`config.mk`:
```
export PLATFORM = sky130hd
export DESIGN_NAME = alu_multicycle
export DESIGN_NICKNAME = d
export VERILOG_FILES = /design/src/rtl/alu_multicycle.sv
export SDC_FILE = /design/constraint.sdc
export NUM_CORES = 1
export LEC_CHECK = 0
export ABC_AREA = 0
export ABC_CLOCK_PERIOD_IN_PS = 7330
export BUFFER_PORTS_ARGS = -buffer_cell sky130_fd_sc_hd__buf_4
export CAP_MARGIN = 20
export CORE_MARGIN = 3
export CORE_UTILIZATION = 42
export DETAILED_ROUTE_END_ITERATION = 7
export GPL_TIMING_DRIVEN = 1
export PLACE_DENSITY = 0.55
export SETUP_SLACK_MARGIN = 0.1
export SLEW_MARGIN = 20
export SYNTH_ARGS = -nofsm -noshare
export SYNTH_HDL_FRONTEND = slang
export SYNTH_SLANG_ARGS = --single-unit
```
`constraint.sdc`:
```
create_clock -name clk -period 7.33 [get_ports clk]
set_input_delay 0.3665 -clock clk [delete_from_list [all_inputs] [get_ports clk]]
set_output_delay 0.3665 -clock clk [all_outputs]
set_load 0.03 [all_outputs]
```
`src/rtl/alu_multicycle.sv`:
```
// Multi-cycle RV32 ALU with valid/ready handshakes, an iterative multiplier and an optional divider.
// Define ALU_DIV_EN to build the restoring divider; without it DIVU/REMU decode as undefined opcodes.
module alu_multicycle #(
  parameter int DATA_WIDTH    = 32,
  parameter int OPCODE_LENGTH = 4,
  localparam int SHAMT_WIDTH  = $clog2(DATA_WIDTH)
) (
  input  logic                     clk,
  input  logic                     reset,
  input  logic                     in_valid,
  output logic                     in_ready,
  input  logic [DATA_WIDTH-1:0]    SrcA,
  input  logic [DATA_WIDTH-1:0]    SrcB,
  input  logic [OPCODE_LENGTH-1:0] Operation,
  output logic                     out_valid,
  input  logic                     out_ready,
  output logic [DATA_WIDTH-1:0]    ALUResult
);

  // state | meaning
  // IDLE  | waiting for an operation, in_ready=1
  // BUSY  | iterating MUL/DIVU/REMU, one step per cycle
  // DONE  | result presented, waiting for out_ready
  localparam logic [1:0] IDLE = 2'b00;
  localparam logic [1:0] BUSY = 2'b01;
  localparam logic [1:0] DONE = 2'b10;

  localparam int CW = $clog2(DATA_WIDTH) + 1;

  localparam logic [OPCODE_LENGTH-1:0] OP_AND  = OPCODE_LENGTH'(4'b0000);
  localparam logic [OPCODE_LENGTH-1:0] OP_OR   = OPCODE_LENGTH'(4'b0001);
  localparam logic [OPCODE_LENGTH-1:0] OP_ADD  = OPCODE_LENGTH'(4'b0010);
  localparam logic [OPCODE_LENGTH-1:0] OP_SUB  = OPCODE_LENGTH'(4'b0011);
  localparam logic [OPCODE_LENGTH-1:0] OP_XOR  = OPCODE_LENGTH'(4'b0100);
  localparam logic [OPCODE_LENGTH-1:0] OP_SLL  = OPCODE_LENGTH'(4'b0110);
  localparam logic [OPCODE_LENGTH-1:0] OP_SRL  = OPCODE_LENGTH'(4'b0111);
  localparam logic [OPCODE_LENGTH-1:0] OP_EQ   = OPCODE_LENGTH'(4'b1000);
  localparam logic [OPCODE_LENGTH-1:0] OP_LUI  = OPCODE_LENGTH'(4'b1001);
  localparam logic [OPCODE_LENGTH-1:0] OP_SLTU = OPCODE_LENGTH'(4'b1010);
  localparam logic [OPCODE_LENGTH-1:0] OP_MUL  = OPCODE_LENGTH'(4'b1100);
`ifdef ALU_DIV_EN
  localparam logic [OPCODE_LENGTH-1:0] OP_DIVU = OPCODE_LENGTH'(4'b1101);
  localparam logic [OPCODE_LENGTH-1:0] OP_REMU = OPCODE_LENGTH'(4'b1110);
`endif

  logic [1:0]               state;
  logic [CW-1:0]            count;
  logic [DATA_WIDTH-1:0]    opa;
  logic [DATA_WIDTH-1:0]    opb;
  logic [DATA_WIDTH-1:0]    acc;
  logic [OPCODE_LENGTH-1:0] iter_op;

  logic [DATA_WIDTH-1:0]    sc_res;
  logic                     is_iter;
  logic [DATA_WIDTH-1:0]    mul_acc_n;
  logic [DATA_WIDTH-1:0]    div_rem_n;
  logic [DATA_WIDTH-1:0]    div_quo_n;
  logic [DATA_WIDTH-1:0]    final_res;

  assign in_ready  = (state == IDLE);
  assign out_valid = (state == DONE);

  always_comb begin
    sc_res = '0;
    case (Operation)
      OP_AND:  sc_res = SrcA & SrcB;
      OP_OR:   sc_res = SrcA | SrcB;
      OP_ADD:  sc_res = SrcA + SrcB;
      OP_SUB:  sc_res = SrcA - SrcB;
      OP_XOR:  sc_res = SrcA ^ SrcB;
      OP_SLL:  sc_res = SrcA << SrcB[SHAMT_WIDTH-1:0];
      OP_SRL:  sc_res = SrcA >> SrcB[SHAMT_WIDTH-1:0];
      OP_EQ:   sc_res = {{(DATA_WIDTH-1){1'b0}}, (SrcA == SrcB)};
      OP_LUI:  sc_res = SrcB;
      OP_SLTU: sc_res = {{(DATA_WIDTH-1){1'b0}}, (SrcA < SrcB)};
`ifdef ALU_DIV_EN
      // Only reached on a zero divisor; non-zero divisors take the iterative path.
      OP_DIVU: sc_res = '1;
      OP_REMU: sc_res = SrcA;
`endif
      default: sc_res = '0;
    endcase
  end

  always_comb begin
    is_iter = (Operation == OP_MUL);
`ifdef ALU_DIV_EN
    if (((Operation == OP_DIVU) || (Operation == OP_REMU)) && (SrcB != '0))
      is_iter = 1'b1;
`endif
  end

  assign mul_acc_n = acc + (opb[0] ? opa : '0);

`ifdef ALU_DIV_EN
  // Restoring step: opa holds the divisor, opb shifts the dividend out and the quotient in.
  logic [DATA_WIDTH:0] trial;
  logic                div_ok;
  assign trial     = {acc, opb[DATA_WIDTH-1]} - {1'b0, opa};
  assign div_ok    = ~trial[DATA_WIDTH];
  assign div_rem_n = div_ok ? trial[DATA_WIDTH-1:0] : {acc[DATA_WIDTH-2:0], opb[DATA_WIDTH-1]};
  assign div_quo_n = {opb[DATA_WIDTH-2:0], div_ok};
`else
  assign div_rem_n = '0;
  assign div_quo_n = '0;
`endif

  always_comb begin
    final_res = mul_acc_n;
`ifdef ALU_DIV_EN
    if (iter_op == OP_DIVU)      final_res = div_quo_n;
    else if (iter_op == OP_REMU) final_res = div_rem_n;
`endif
  end

  always_ff @(posedge clk or posedge reset) begin
    if (reset) begin
      state     <= IDLE;
      count     <= '0;
      opa       <= '0;
      opb       <= '0;
      acc       <= '0;
      iter_op   <= '0;
      ALUResult <= '0;
    end else begin
      case (state)
        IDLE: begin
          if (in_valid) begin
            if (is_iter) begin
              iter_op <= Operation;
              acc     <= '0;
              count   <= CW'(DATA_WIDTH);
              state   <= BUSY;
              if (Operation == OP_MUL) begin
                opa <= SrcA;
                opb <= SrcB;
              end else begin
                opa <= SrcB;
                opb <= SrcA;
              end
            end else begin
              ALUResult <= sc_res;
              state     <= DONE;
            end
          end
        end
        BUSY: begin
          count <= count - CW'(1);
          if (iter_op == OP_MUL) begin
            acc <= mul_acc_n;
            opa <= opa << 1;
            opb <= opb >> 1;
          end else begin
            acc <= div_rem_n;
            opb <= div_quo_n;
          end
          if (count == CW'(1)) begin
            ALUResult <= final_res;
            state     <= DONE;
          end
        end
        DONE: begin
          if (out_ready) state <= IDLE;
        end
        default: state <= IDLE;
      endcase
    end
  end

endmodule

```
==> results.json <==
{
  "cts.path.max_buffers": 2,
  "cts_sinks": 140,
  "avgSynthCellArea_um2": 7.59,
  "fin_area_um2": 17800,
  "die_x_um": 202,
  "async_reset_ff_share_pct": 100,
  "insertedDiodeCount": 0,
  "dp_worst_setup_slack_ns": 3.00,
  "rsz0062_at_grt": "false",
  "fmax_mhz": 248,
  "cp-start-kind": "flip-flop",
  "cts_tree": "built",
  "reg2reg_to": "ALUResult[20]",
  "ant_nets": 0,
  "worstSetupEndpoint": "ALUResult[20]",
  "first_pass_iters": 6,
  "wl_mm": 68.9,
  "drv_slew": 0,
  "status": "finished, final reports clean",
  "cts-root-buf": "clkbuf_16",
  "crit_top_cell": "nor2_1",
  "cp_num_cells": 14,
  "setup_viol": 0,
  "layout.nets": 2344,
  "syn_inst": 2125,
  "area.growth.synth_to_final_pct": 10.6,
  "post-synth-top-count-cell": "nor2_1",
  "place_congestion": 1.03,
  "synth_seq_area_share_pct": 21.7,
  "numCtsBuffers": 17,
  "slew_headroom_pct": 32.2,
  "vias": 16900,
  "yosys-top-cells-count": "nor2_1 (265), nand2_1 (242), a21oi_1 (165)",
  "initial_core_util_pct": 42.7,
  "ctsHoldBuffers": 0,
  "period_needed_ns": 4.03,
  "worstSkewPairLatency_ns": 0.45,
  "dieArea_um2": 40800,
  "setup.worst_path.end_class": "flip-flop",
  "reg2reg_from": "opb[0]",
  "ys_types": 88,
  "cp_num_buf_inv": 0,
  "worstPathMaxFanout": 33,
  "setup_tns_ns": 0,
  "placed_cell_area_um2": 17200,
  "syn_nets": 2338,
  "synthFlopType": "dfrtp_1",
  "worst_pin_slew_ns": 1.02,
  "grt_max_degree": 78,
  "postCtsSetupBuffers": 0,
  "layout_setup_ws_ns": 3.30,
  "rr_worst_depth": 14,
  "final_util_pct": 47.2,
  "cts_resized": 0,
  "arrival_ns": 4.36,
  "fillers": 3910,
  "crit_type": "flip-flop to flip-flop",
  "rows": 71,
  "gr-total-overflow": 0,
  "fin_crit_sh_pct": 55.0,
  "p_leak_nw": 7.68,
  "path_delay_family": "compound AO/OA/AOI/OAI gates",
  "via_per_inst": 6.38,
  "ctsHtreeMaxLevel": 4,
  "clock_skew_ns": 0.0162,
  "crit_path_max_incr_delay_ns": 0.69,
  "io_buffers": 105,
  "power_density_nw_per_um2": 273,
  "first_global_vias": 16100,
  "grt_pass1_wl_mm": 103,
  "r2r_slack_ns": 3.30,
  "synth_edf_count": 0,
  "clk_pin_slew_ns": 0.07,
  "min_path_type": "input port to asynchronous set/reset pin",
  "crit_slowest_cell": "dfrtp_1",
  "grt_use_total_pct": 33.0,
  "route.detailed.drc": 0,
  "antenna_found_initial": 1,
  "ir_worst_vdd_uv": 150,
  "first_iter_violations": 1672,
  "dpl.hpwl_mm": 51.9,
  "path_cells": "and2_1 -> ha_1 -> fa_1 -> a211oi_1 -> nor2_1 -> or2_1 -> a31oi_2 -> o21bai_1 -> a21o_1 -> a21oi_1 -> o21ai_1 -> xnor2_1 -> a221oi_1 -> nor2_1",
  "wl_per_cell_um": 25.9,
  "io_pins": 106,
  "die_y_um": 202,
  "maxCapViolCount": 0,
  "netlist_area_um2": 16100,
  "ys_warn_count": 0,
  "yosys_register_bits": 140,
  "yosys.area.top_type": "dfrtp_1",
  "core_area_um2": 37800,
  "synth_area_leaders": "dfrtp_1 (22%), ha_1 (11%), nor2_1 (6.2%)",
  "required_ns": 7.65,
  "worst_setup_path_startpoint": "opb[0]",
  "synth_top_cell_area_share_pct": 21.7,
  "hold_viol": 0,
  "drive_above_1_share_pct": 12.0
}
==> final cells by class <==
class | count | area [um^2] | area share, %
sequential | 140 | 3500 | 19.6
clock inverter | 12 | 188 | 1.05
timing repair buffer | 133 | 998 | 5.60
clock buffer | 20 | 437 | 2.45
multi-input combinational | 1728 | 11600 | 65.3
inverter | 111 | 422 | 2.36
tap | 511 | 639 | 3.59
==> cell usage in the layout (no fill, tap or decap), types with 20 or more instances in the layout <==
cell,count
a221oi_1,30
o21ai_1,27
mux4_2,38
nor2_1,262
a21o_1,25
o211ai_1,26
nand2_1,242
buf_4,133
nand3_1,62
a31oi_1,86
o31ai_1,20
nor3_1,41
o21ai_0,138
a22oi_1,22
dfrtp_1,140
xnor2_1,31
ha_1,138
o21bai_1,22
a21oi_1,164
and2_1,34
inv_1,96
mux2i_1,43
==> logic make-up after synthesis <==
kind of cell | after synthesis | share of synthesized area [%]
fa+ha+maj | 141 | 11.1
mux | 84 | 8.19
buf+inv | 257 | 6.51
compound gates | 726 | 30.0
flops | 140 | 21.7
xor+xnor | 41 | 2.23
simple gates | 736 | 20.2
==> metal layers <==
metal  GRT usage [%]  share of wire [%]
met2            49.9                 43
met3            6.96                8.5
met1            46.9                 45
met4            11.4                3.5
met5               0              0.019
==> worst min-delay path by stage <==
stage / start / end / slack (ns) / cells past startpoint
3_5_place_dp: iter_op[0] / iter_op[0] / 0.47 / 1
5_1_grt: reset / acc[28] / 0.09 / 2
6_report: reset / acc[27] / 0.03 / 2
4_1_cts: reset / ALUResult[27] / 0.05 / 2
3_3_place_gp: iter_op[2] / iter_op[2] / 0.47 / 1
2_1_floorplan: iter_op[2] / iter_op[2] / 0.45 / 1
==> sequential cells by signal, indices dropped and copies added, names as in the netlist <==
signal and count:
acc 32, iter_op 4, opb 32, state 2, ALUResult 32, opa 32, count 6
==> where the power goes <==
| part | leakage, nW | switching (mW) | internal, mW | total [mW] |
|---|---|---|---|---|
| Combinational | 5.71 | 1.59 | 0.970 | 2.56 |
| Sequential | 1.68 | 0.251 | 1.10 | 1.35 |
| Clock | 0.296 | 0.380 | 0.575 | 0.954 |
| Total | 7.68 | 2.22 | 2.64 | 4.86 |
==> worst reg2reg max path, stage by stage (launching register included) <==
cell	delay (ns)
dfrtp_1	0.69
and2_1	0.30
ha_1	0.22
fa_1	0.45
a211oi_1	0.28
nor2_1	0.14
or2_1	0.25
a31oi_2	0.20
o21bai_1	0.17
a21o_1	0.25
a21oi_1	0.24
o21ai_1	0.12
xnor2_1	0.16
a221oi_1	0.37
nor2_1	0.07
==> through the flow <==
step	cells	total power [mW]	hold slack, ns
after floorplan	2125	3.09	0.448
after global placement	2623	3.85	0.465
after detailed placement	2623	3.87	0.472
after CTS	2655	4.85	0.0466
after global routing	2655	5.20	0.0910
final	2655	4.86	0.0336
Note: power is estimated with default switching activity, not from simulation.
